**config.mk**
```make
export PLATFORM = sky130hd
export DESIGN_NAME = change_dispenser
export DESIGN_NICKNAME = d
export VERILOG_FILES = /design/src/rtl/change_dispenser.sv
export SDC_FILE = /design/constraint.sdc
export NUM_CORES = 1
export LEC_CHECK = 0
export ABC_AREA = 1
export CORE_MARGIN = 1.5
export CORE_UTILIZATION = 60
export CTS_CLUSTER_DIAMETER = 150
export DETAILED_ROUTE_END_ITERATION = 8
export GPL_ROUTABILITY_DRIVEN = 0
export HOLD_SLACK_MARGIN = 0.02
export MAX_ROUTING_LAYER = met4
export PLACE_DENSITY = 0.87
export SYNTH_ARGS = -nofsm -noshare
export SYNTH_HDL_FRONTEND = slang
export SYNTH_SLANG_ARGS = --single-unit
```
**constraint.sdc**
```tcl
create_clock -name clk -period 2.8 [get_ports clk]
set_clock_uncertainty 0.2 [all_clocks]
set_input_delay 0.56 -clock clk [delete_from_list [all_inputs] [get_ports clk]]
set_output_delay 0.56 -clock clk [all_outputs]
set_load 0.01 [all_outputs]
```
**src/rtl/change_dispenser.sv**
```systemverilog
// Coin-change dispenser: works out a payout (change or full refund) and hands it out
// one coin at a time through a req/ack hopper handshake, largest coin first.
module change_dispenser #(
    parameter int unsigned TIMEOUT = 15
) (
    input  logic       clk,
    input  logic       rst_n,
    input  logic       start,
    input  logic       mode,
    input  logic [3:0] credit,
    input  logic [3:0] coffee_price,
    input  logic       coin_ack,
    input  logic       clear,
    output logic       coin_req,
    output logic [1:0] coin_denom,
    output logic [3:0] paid,
    output logic       busy,
    output logic       done,
    output logic       error,
    output logic       jam
);

    localparam int unsigned VAL_W = 4;
    localparam int unsigned CNT_W = 8;

    typedef enum logic [2:0] {
        IDLE,
        ISSUE,
        GAP,
        DONE,
        FAULT
    } state_t;

    state_t             state;
    logic [VAL_W-1:0]   remaining;
    logic [CNT_W-1:0]   tcount;
    logic [VAL_W-1:0]   payout_c;
    logic [VAL_W-1:0]   coin_value_c;
    logic [CNT_W-1:0]   tcount_next_c;
    logic               short_credit_c;

    // Greedy pick: 5, then 2, then 1.
    function automatic logic [1:0] pick_denom(input logic [VAL_W-1:0] v);
        if (v >= VAL_W'(5))      return 2'd2;
        else if (v >= VAL_W'(2)) return 2'd1;
        else                     return 2'd0;
    endfunction

    function automatic logic [VAL_W-1:0] denom_value(input logic [1:0] d);
        case (d)
            2'd2:    return VAL_W'(5);
            2'd1:    return VAL_W'(2);
            default: return VAL_W'(1);
        endcase
    endfunction

    assign short_credit_c = !mode && (credit < coffee_price);
    assign payout_c       = mode ? credit : VAL_W'(credit - coffee_price);
    assign coin_value_c   = denom_value(coin_denom);
    assign tcount_next_c  = CNT_W'(tcount + CNT_W'(1));

    always_ff @(posedge clk or negedge rst_n) begin
        if (!rst_n) begin
            state      <= IDLE;
            remaining  <= '0;
            tcount     <= '0;
            coin_req   <= 1'b0;
            coin_denom <= 2'd0;
            paid       <= '0;
            busy       <= 1'b0;
            done       <= 1'b0;
            error      <= 1'b0;
            jam        <= 1'b0;
        end else begin
            done  <= 1'b0;
            error <= 1'b0;
            case (state)
                IDLE: begin
                    if (start) begin
                        if (short_credit_c) begin
                            error <= 1'b1;
                        end else begin
                            remaining <= payout_c;
                            paid      <= '0;
                            busy      <= 1'b1;
                            if (payout_c == '0) begin
                                state <= DONE;
                                done  <= 1'b1;
                            end else begin
                                state      <= ISSUE;
                                coin_req   <= 1'b1;
                                coin_denom <= pick_denom(payout_c);
                                tcount     <= '0;
                            end
                        end
                    end
                end
                // An ack on the timeout edge still wins over the jam.
                ISSUE: begin
                    if (coin_ack) begin
                        remaining <= VAL_W'(remaining - coin_value_c);
                        paid      <= VAL_W'(paid + coin_value_c);
                        coin_req  <= 1'b0;
                        if (remaining == coin_value_c) begin
                            state <= DONE;
                            done  <= 1'b1;
                        end else begin
                            state <= GAP;
                        end
                    end else begin
                        tcount <= tcount_next_c;
                        if (tcount_next_c == CNT_W'(TIMEOUT)) begin
                            state    <= FAULT;
                            coin_req <= 1'b0;
                            jam      <= 1'b1;
                        end
                    end
                end
                GAP: begin
                    state      <= ISSUE;
                    coin_req   <= 1'b1;
                    coin_denom <= pick_denom(remaining);
                    tcount     <= '0;
                end
                DONE: begin
                    state <= IDLE;
                    busy  <= 1'b0;
                end
                FAULT: begin
                    if (clear) begin
                        state <= IDLE;
                        jam   <= 1'b0;
                        busy  <= 1'b0;
                    end
                end
                default: begin
                    state    <= IDLE;
                    coin_req <= 1'b0;
                    busy     <= 1'b0;
                    jam      <= 1'b0;
                end
            endcase
        end
    end

endmodule
```
==> results of run 1 <==
-- logic make-up after synthesis --
kind of cell	synth area share, %
simple gates	39.1
compound gates	9.40
buf+inv	8.20
xor+xnor	2.09
fa+ha+maj	10.1
flops	31.1
-- worst max-delay path: stages --
cell	delay [ns]
clkdlybuf4s50_1	0.46
inv_1	0.06
ha_1	0.21
inv_1	0.10
fa_1	0.43
o21ai_2	0.16
nand2_2	0.09
nor2_4	0.14
nand4_4	0.24
nand3_4	0.18
nand2_1	0.07
nand2_1	0.06
-- layer usage --
metal / track usage, % / vias to the layer above
met4: 10.9 / 0
met2: 42.9 / 43
met5: - / -
li1: - / 950
met1: 35.5 / 896
met3: 2.48 / 8
-- final timing paths --
path / cells after the start / startpoint / end / slack, ns
setup / recovery: 12 / credit[0] / tcount[5] / 0.13
hold / removal: 2 / jam / jam / 0.30
setup reg to reg: 8 / coin_denom[1] / remaining[2] / 0.69
min in group asynchronous: 2 / rst_n / error / 0.38
hold reg to reg: 2 / jam / jam / 0.30
max in group asynchronous: 2 / rst_n / tcount[0] / 1.76
-- stage by stage --
step | hold slack [ns] | instance area (µm²)
finish | 0.297 | 2460
CTS | 0.295 | 2460
global placement | 0.261 | 2430
floorplan | 0.0644 | 2090
global route | 0.335 | 2460
detailed placement | 0.261 | 2430
-- area by class of cell --
| type | instances | area [µm²] | area share [%] |
|---|---|---|---|
| multi-input cells | 202 | 1270 | 51.5 |
| flip-flops and latches | 26 | 651 | 26.4 |
| repair buffers | 33 | 308 | 12.5 |
| well taps | 46 | 57.6 | 2.34 |
| inverters | 37 | 144 | 5.84 |
| clock buffers | 4 | 36.3 | 1.47 |
-- layout by cell type, fill, tap and decap left out, types with 2 or more instances in the layout --
cell type,count
a21oi_1,7
buf_4,9
clkbuf_4,3
clkdlybuf4s50_1,24
dfrtp_1,26
fa_1,3
ha_1,12
inv_1,29
inv_2,5
inv_4,2
nand2_1,73
nand2_2,6
nand2_4,2
nand3_1,24
nand3_4,3
nand3b_1,3
nand4_1,10
nor2_1,21
nor2_4,3
nor2_8,2
nor3_2,2
o21ai_0,3
o21ai_1,6
o21ai_2,6
o22ai_2,2
o31ai_1,2
xor2_1,4
-- sequential cells by signal (all words and copies together) (netlist names) --
signal      flops
coin_denom      2
error           1
jam             1
busy            1
paid            4
state           3
coin_req        1
tcount          8
done            1
remaining       4
-- power by group through the flow --
| stage | logic [W] | clock network, W | registers [W] |
|---|---|---|---|
| global route | 0.00175 | 0.000216 | 0.000638 |
| CTS | 0.00158 | 0.000200 | 0.000619 |
| detailed placement | 0.00157 | 0 | 0.000625 |
| finish | 0.00157 | 0.000196 | 0.000621 |
| global placement | 0.00152 | 0 | 0.000626 |
| floorplan | 0.00115 | 0 | 0.000633 |
==> impl_results.md, run 1 <==
* Period minus WS final at 2.67 ns
* Antenna Cells at 0
* First-pass GRT wire length at 7530 µm
* Routed vias at 1897
* Initial Utilization at 62.7%
* Yosys reg bits at 26
* Share of power burned in registers at 26.0%
* Synth top area cells: dfrtp_1, nand2_1, ha_1
* Outcome: finished clean
* Final setup viols at 0
* Share of layout cells above drive strength 1 at 16.6%
* Most frequent cell after synthesis: nand2_1
* F_max at 375 MHz
* First-pass DRT Iterations at 4
* Die Height at 62.0 µm
* TritonCTS buffer count at 3
* Htree depth at 1
* Arr. time, crit path at 2.74 ns
* Clock sinks at 26
* Int Power at 0.00120 W
* Hpwl dp at 3560 µm
* Sw Pwr at 0.00119 W
* Post-synthesis sequential area ratio at 31.1%
* Mapped Cells at 268
* Unrepaired setup endpoints after global routing: no
* Max VDD drop at 0.000671 V
* Met2 wire length at 2190 µm
* Number of buffers added for setup after CTS at 0
* Hold_buf cts at 0
* Number of enable flip-flop cells after synthesis at 0
* Max Cap Viol at 0
* Clock Path Buffers at 2
* Area Overhead vs Synth at 17.9%
* I/O pins at 25
* Final Power at 0.00239 W
* PnR worst setup slack at 0.130 ns
* Placed instance count at 344
* PwrDens at 969 nW/µm²
* Yosys Warn Count at 0
* Yosys top cell area share at 31.1%
* Max Transition Viols Final at 0
* Setup crit end kind: flop
* Via density at 5.45
* Post_cts resized at 0
* Fillers at 278
* Post-synth top flop: dfrtp_1
* Final nets at 332
* Synth cell types at 35
* DRT iter0 DRCs at 122
* Worst-path fanout max at 12
* Fin. Hold Viols at 0
* Leakage at 1.22 nW
* WL per Instance at 12.8 µm
* Final TNS setup at 0 ns
* Clock power frac at 8.2%
* WS Path Type: in -> reg
* Post-synth ARST share at 100%
* GR Overflow Total at 0
* Vias in the first global route at 1806
* Later-pin clock latency in the skew report at 0.33 ns
* Mapped Area at 2090 µm²
* Critical path startpoint category: input port
* Highest routing layer actually used: met4
* Met1 wire length at 2040 µm
* Area leader, netlist: dfrtp_1
* Die area at 3850 µm²
* CTS Root Buffer Type: clkbuf_4
* Routed met3 length at 165 µm
* Combinational power share at 65.8%
* Core ar. at 3340 µm²
* Non-filler cells in the finished layout at 348
* Pin count of the biggest net entering global routing at 27
* Pin slew with the least headroom to its limit at 0.418 ns
* CTS tree: yes
* # port buffers at 24
* Final ANT Viol Nets at 0
* GRT Total Usage at 27.0%
* Chip width at 62.0 µm
* Final wirelength at 4470 µm
* Hold crit path type: reg -> reg
* WP data required at 2.87 ns
* Post-Syn Nets at 297
* Post-synthesis average cell area at 7.80 µm²
* Sw frac at 49.9%
* Rows at 21
* Worst rel slew slack at 72.1%
* Tcrit/Tclk final at 95.4%
* Initial antenna violation count at 0
* Clock-pin slew on the worst setup and hold paths at 0.15 ns
* DR DRC count at 0
* Synth cell count leaders: nand2_1, inv_1, dfrtp_1
* Pre-CTS setup slack at -0.195 ns
* Final core occ at 73.9%
(Power assumes the default switching activity.)
==> run 2: changes to the inputs <==
==> constraint.sdc (replaced) <==
create_clock -name clk -period 3.15 [get_ports clk]
set_clock_uncertainty 0.2 [all_clocks]
set_input_delay 0.315 -clock clk [delete_from_list [all_inputs] [get_ports clk]]
set_output_delay 0.315 -clock clk [all_outputs]
set_load 0.01 [all_outputs]
==> run 2 against run 1 <==
Final cell count fell by 2.3%. Combinational power is 13% lower. Global-route usage down 0.14 points. Register-to-register slack improved by 0.38 ns. Worst setup slack better by 0.61 ns. First-iteration DRC count decreased by 24%. Wire length shrank 0.87%. Die area stayed put. Clock power grew 21%. Via count down 3.9%. Core utilization shrank 1.3 points. Sequential share of layout area up 0.48 points.
==> impl_results.md, run 2 (synthesis results as in run 1) <==
* Post_cts resized at 0 (unchanged)
* GR Overflow Total at 0 (unchanged)
* # port buffers at 24 (unchanged)
* Worst stage delay on the critical path at 0.45 ns (was 0.46 ns)
* Setup crit end kind: flop (unchanged)
* Hold crit path type: in -> async (was reg -> reg)
* Fillers at 265 (was 278)
* Core ar. at 3340 µm² (unchanged)
* Clock Path Buffers at 2 (unchanged)
* CP bufs+invs at 3 (unchanged)
* Die Height at 62.0 µm (unchanged)
* Final TNS setup at 0 ns (unchanged)
* Final nets at 324 (was 332)
* Via density at 5.36 (was 5.45)
* Max Cap Viol at 0 (unchanged)
* Routed vias at 1823 (was 1897)
* CTS Root Buffer Type: clkbuf_4 (unchanged)
* Critical path startpoint category: input port (unchanged)
* Max Transition Viols Final at 0 (unchanged)
* Pin slew with the least headroom to its limit at 0.438 ns (was 0.418 ns)
* Chip width at 62.0 µm (unchanged)
* Share of layout cells above drive strength 1 at 14.3% (was 16.6%)
* Arr. time, crit path at 2.49 ns (was 2.74 ns)
* TritonCTS buffer count at 3 (unchanged)
* Vias in the first global route at 1669 (was 1806)
* Hold_buf cts at 0 (unchanged)
* Final setup viols at 0 (unchanged)
* F_max at 415 MHz
* Registers with the most flip-flops: tcount x8, paid x4, remaining x4 (unchanged)
* Sequential cell area at 651 µm² (unchanged)
* Final core occ at 72.6% (was 73.9%)
* Worst-path fanout max at 12 (unchanged)
* Crit path cell chain: clkdlybuf4s50_1 -> inv_1 -> ha_1 -> inv_1 -> fa_1 -> o21ai_2 -> nand2_2 -> nor2_4 -> nand4_4 -> nand3_1 -> nand2_1 -> nand2_1 (was clkdlybuf4s50_1 -> inv_1 -> ha_1 -> inv_1 -> fa_1 -> o21ai_2 -> nand2_2 -> nor2_4 -> nand4_4 -> nand3_4 -> nand2_1 -> nand2_1)
* Initial antenna violation count at 0 (unchanged)
* WL per Instance at 13.0 µm (was 12.8 µm)
* Post-DP Area at 2370 µm² (was 2430 µm²)
* DRT iter0 DRCs at 93 (was 122)
* Hpwl dp at 3480 µm (was 3560 µm)
* Fin. Hold Viols at 0 (unchanged)
* DR DRC count at 0 (unchanged)
* PwrDens at 890 nW/µm² (was 969 nW/µm²)
* Cell family with most CP delay: simple AND/OR/NAND/NOR gates (unchanged)
* WS Path Type: in -> reg (unchanged)
* First-pass GRT wire length at 7360 µm (was 7530 µm)
* Htree depth at 1 (unchanged)
* Die area at 3850 µm² (unchanged)
* Worst rel slew slack at 70.7% (was 72.1%)
* I/O pins at 25 (unchanged)
* Clock sinks at 26 (unchanged)
* WP data required at 3.23 ns (was 2.87 ns)
* Later-pin clock latency in the skew report at 0.34 ns (was 0.33 ns)
* Largest register FFs at 8 (unchanged)
* Most frequent cells in the layout: nand2_1, inv_1, dfrtp_1, nand3_1, clkdlybuf4s50_1 (unchanged)
* Critical-path top delay cell: clkdlybuf4s50_1 (unchanged)
* Leakage at 1.19 nW (was 1.22 nW)
* Period minus WS final at 2.41 ns
* Antenna Cells at 0 (unchanged)
* Number of buffers added for setup after CTS at 0 (unchanged)
* Tcrit/Tclk final at 76.5%
* GRT Total Usage at 26.9% (was 27.0%)
* CTS tree: yes (unchanged)
* Pin count of the biggest net entering global routing at 27 (unchanged)
* Area of the multi-input gates at 1270 µm² (unchanged)
* Rows at 21 (unchanged)
* Initial Utilization at 62.7% (unchanged)
* Outcome: finished clean (unchanged)
* Non-filler cells in the finished layout at 340 (was 348)
* Clock-pin slew on the worst setup and hold paths at 0.16 ns (was 0.15 ns)
* First-pass DRT Iterations at 4 (unchanged)
* Final Power at 0.00216 W (was 0.00239 W)
* Design Area, Final at 2420 µm² (was 2460 µm²)
* Final ANT Viol Nets at 0 (unchanged)
* Final wirelength at 4430 µm (was 4470 µm)
* Max VDD drop at 0.000565 V (was 0.000671 V)
* Unrepaired setup endpoints after global routing: no (unchanged)
* Largest Register: tcount (unchanged)
* Placed instance count at 336 (was 344)
* Area Overhead vs Synth at 15.8% (was 17.9%)
* Most common cell after layout, fill and taps aside: nand2_1 (unchanged)
==> run 2: cell count changes in the layout (fill, tap and decap cells not counted), sizes merged <==
cell,before,now
buf,9,1
bufinv,0,1
clkbuf,4,3
==> run 2: cell type report <==
| type | count | share of cell area (%) |
|---|---|---|
| inverter | 37 | 5.94 |
| sequential | 26 | 26.9 |
| multi-input combinational | 202 | 52.4 |
| tap | 46 | 2.38 |
| clock inverter | 1 | 1.24 |
| timing repair buffer | 25 | 10.2 |
| clock buffer | 3 | 0.930 |
==> run 2: per-layer routing <==
layer  up-vias  global-route usage [%]  part of all wire [%]
met1       844                    35.6                    45
met3         7                    2.48                   3.9
met4         0                    6.69                   1.2
met2        45                    44.3                    50
li1        927                       -                     -
met5         -                       -                     0
==> run 2: path summary, 6_finish.rpt <==
| path | start | endpoint | slack (ns) | cells past startpoint |
|---|---|---|---|---|
| max in group asynchronous | rst_n | coin_denom[1] | 2.37 | 2 |
| min | rst_n | done | 0.12 | 2 |
| min in group clk | jam | jam | 0.31 | 2 |
| max reg2reg | coin_denom[1] | remaining[2] | 1.07 | 8 |
| max | credit[0] | coin_req | 0.74 | 12 |
| min reg2reg | jam | jam | 0.31 | 2 |
==> run 2: report_power, final <==
| group | switching [W] | internal [W] |
|---|---|---|
| Sequential | 0.000105 | 0.000447 |
| Clock | 0.000109 | 0.000129 |
| Combinational | 0.000847 | 0.000519 |
==> run 2: metrics by stage <==
stage	hold slack [ns]	setup slack [ns]
final	0.121	0.740
after global routing	0.169	0.560
after CTS	0.139	0.748
after detailed placement	0.286	0.416
after global placement	0.259	0.482
after floorplan	-0.181	1.04
==> run 2: worst register-to-register path, delay by kind of cell, from the launching register on <==
kind                     cells  cell delay, ns
AND/OR/NAND/NOR              2            0.23
adder cells (fa/ha/maj)      2            0.67
AO/OA/AOI/OAI                2            0.25
XOR/XNOR                     1            0.17
buffers and inverters        1            0.09
flip-flops                   1            0.43
==> run 3: changes to the inputs <==
- CORE_UTILIZATION: 60 -> 56
- PLACE_DENSITY: 0.87 -> 0.82
- clock period: 3.15 -> 2.4 ns (I/O delays scaled with it)
==> run 3 against run 2 <==
Power rose by 41%. Critical path type unchanged. Largest cell class unchanged. Wire length up 11%. Final area up 6.4%. Hold slack gained 0.0066 ns. Critical endpoint is now tcount[0]. Combinational power up 41%. Highest routed layer unchanged. Worst setup slack lost 0.63 ns.
==> impl_results.md, run 3 (synthesis results as in run 1) <==
* FF-to-FF Start: coin_denom[1] (unchanged)
* CP bufs+invs at 2 (was 3)
* DRT iter0 DRCs at 139 (was 93)
* Via density at 5.44 (was 5.36)
* WP data required at 2.41 ns (was 3.23 ns)
* Htree depth at 1 (unchanged)
* Later-pin clock latency in the skew report at 0.28 ns (was 0.34 ns)
* Final ANT Viol Nets at 0 (unchanged)
* Rows at 22 (was 21)
* Die area at 4110 µm² (was 3850 µm²)
* Most frequent cells in the layout: nand2_1, inv_1, dfrtp_1, nand3_1, clkdlybuf4s50_1 (unchanged)
* CTS tree: yes (unchanged)
* Hold_buf cts at 0 (unchanged)
* Period minus WS final at 2.29 ns
* # port buffers at 24 (unchanged)
* Leakage at 1.27 nW (was 1.19 nW)
* Cell mode on critical path: nand2_2
* Clock sinks at 26 (unchanged)
* Die Height at 64.1 µm (was 62.0 µm)
* Worst setup endpoint: tcount[0] (was coin_req)
* Max Transition Viols Final at 0 (unchanged)
* Reg2reg end: remaining[2] (unchanged)
* Final TNS setup at 0 ns (unchanged)
* Cell family with most CP delay: simple AND/OR/NAND/NOR gates (unchanged)
* Crit path cell chain: clkdlybuf4s50_1 -> ha_2 -> inv_2 -> fa_2 -> o21ai_2 -> nand2_2 -> nor2_4 -> nand4_4 -> nand3_4 -> nand2_2 -> nand2_2 (was clkdlybuf4s50_1 -> inv_1 -> ha_1 -> inv_1 -> fa_1 -> o21ai_2 -> nand2_2 -> nor2_4 -> nand4_4 -> nand3_1 -> nand2_1 -> nand2_1)
* Antenna Cells at 0 (unchanged)
* CP startpoint: coffee_price[0] (was credit[0])
* Worst stage delay on the critical path at 0.47 ns (was 0.45 ns)
* Arr. time, crit path at 2.30 ns (was 2.49 ns)
* WS Path Type: in -> reg (unchanged)
* Max VDD drop at 0.000884 V (was 0.000565 V)
* GR Overflow Total at 0 (unchanged)
* Unrepaired setup endpoints after global routing: no (unchanged)
* GRT Total Usage at 25.8% (was 26.9%)
* Worst rel slew slack at 73.7% (was 70.7%)
* Clock-pin slew on the worst setup and hold paths at 0.10 ns (was 0.16 ns)
* WL per Instance at 13.8 µm (was 13.0 µm)
* CTS Root Buffer Type: clkbuf_8 (was clkbuf_4)
* Initial Utilization at 57.5% (was 62.7%)
* PwrDens at 1180 nW/µm² (was 890 nW/µm²)
* Final setup viols at 0 (unchanged)
* DR DRC count at 0 (unchanged)
* Setup crit end kind: flop (unchanged)
* Final nets at 338 (was 324)
* Critical-path top delay cell: clkdlybuf4s50_1 (unchanged)
* Share of layout cells above drive strength 1 at 21.4% (was 14.3%)
* TritonCTS buffer count at 3 (unchanged)
* Largest register FFs at 8 (unchanged)
* Max Cap Viol at 0 (unchanged)
* Fin. Hold Viols at 0 (unchanged)
* Hold crit path type: in -> async (unchanged)
* F_max at 438 MHz
* Critical path startpoint category: input port (unchanged)
* Chip width at 64.1 µm (was 62.0 µm)
* Final wirelength at 4900 µm (was 4430 µm)
* Routed vias at 1935 (was 1823)
* Most common cell after layout, fill and taps aside: nand2_1 (unchanged)
* Fillers at 287 (was 265)
* Worst hold margin at 0.127 ns (was 0.121 ns)
* Crit path depth at 11 (was 12)
* FF-to-FF setup slack at 0.32 ns (was 1.07 ns)
* Largest Register: tcount (unchanged)
* FF-to-FF path depth at 8 (unchanged)
* Area Overhead vs Synth at 23.2% (was 15.8%)
* Outcome: finished clean (unchanged)
* Worst-path fanout max at 8 (was 12)
* Initial antenna violation count at 0 (unchanged)
* Pin slew with the least headroom to its limit at 0.391 ns (was 0.438 ns)
* Pin count of the biggest net entering global routing at 27 (unchanged)
* Registers with the most flip-flops: tcount x8, paid x4, remaining x4 (unchanged)
* First-pass GRT wire length at 8090 µm (was 7360 µm)
* Clock Path Buffers at 2 (unchanged)
* First-pass DRT Iterations at 4 (unchanged)
* I/O pins at 25 (unchanged)
* Vias in the first global route at 1789 (was 1669)
* Core ar. at 3630 µm² (was 3340 µm²)
* Hpwl dp at 3540 µm (was 3480 µm)
* Tcrit/Tclk final at 95.2%
==> run 3: changes by cell type in the layout (fill, tap and decap cells not counted), moves of 2 or more <==
cell,previous run,this run
nand2_2,6,11
inv_2,5,7
inv_1,29,27
clkbuf_4,3,0
nand2_1,73,68
buf_4,1,14
clkbuf_8,0,3
==> run 3: worst reg2reg max path: cells and delay by family (launching register included) <==
kind                       cells  cell delay (ns)
xor gates and xnor gates       1             0.18
adders and majority gates      2             0.67
AOI/OAI and AO/OA              2             0.26
DFF                            1             0.40
buffers and inverters          1             0.08
and+or+nand+nor                2             0.22
==> run 3: cell type report <==
| type | count | area, µm² | area share [%] |
|---|---|---|---|
| inverters | 37 | 144 | 5.59 |
| flip-flops and latches | 26 | 651 | 25.3 |
| repair buffers | 38 | 348 | 13.5 |
| clock buffers | 3 | 41.3 | 1.60 |
| clock inverters | 1 | 30.0 | 1.17 |
| well taps | 48 | 60.1 | 2.33 |
| multi-input cells | 203 | 1300 | 50.6 |
==> run 3: worst min path at each step <==
| stage | startpoint | end | slack [ns] |
|---|---|---|---|
| 4_1_cts | rst_n | error | 0.15 |
| 5_1_grt | rst_n | error | 0.15 |
| 2_1_floorplan | rst_n | busy | -0.26 |
| 3_3_place_gp | jam | jam | 0.27 |
| 6_report | rst_n | error | 0.13 |
| 3_5_place_dp | jam | jam | 0.26 |
==> run 3: metrics by stage <==
step | instance area, µm² | utilization, % | power [W] | cells | worst slack, ns
after floorplan | 2090 | - | 0.00208 | 268 | 0.361
after global placement | 2450 | 67.5 | 0.00254 | 349 | -0.177
after detailed placement | 2450 | 67.5 | 0.00259 | 349 | -0.246
after CTS | 2520 | 69.5 | 0.00297 | 353 | 0.0423
after global routing | 2580 | 70.9 | 0.00328 | 356 | 0.0244
final | 2580 | 70.9 | 0.00303 | 356 | 0.115
==> run 3: timing repair <==
item	in CTS	in global routing
buffers inserted	0	2
resized for setup	0	11
setup endpoints to repair	0	18
==> run 3: where the power goes <==
group / leakage (nW) / switching [W] / internal (W) / total [W]
registers: 0.341 / 0.000143 / 0.000588 / 0.000731
logic: 0.890 / 0.00119 / 0.000742 / 0.00193
clock network: 0.0357 / 0.000145 / 0.000223 / 0.000369
==> run 3: per-layer routing <==
layer / wire length, µm / vias up / track usage, %
met4: 70 / 0 / 4.79
met1: 2170 / 903 / 33.6
met5: 0 / - / -
li1: - / 967 / -
met2: 2400 / 56 / 43.8
met3: 254 / 9 / 3.17
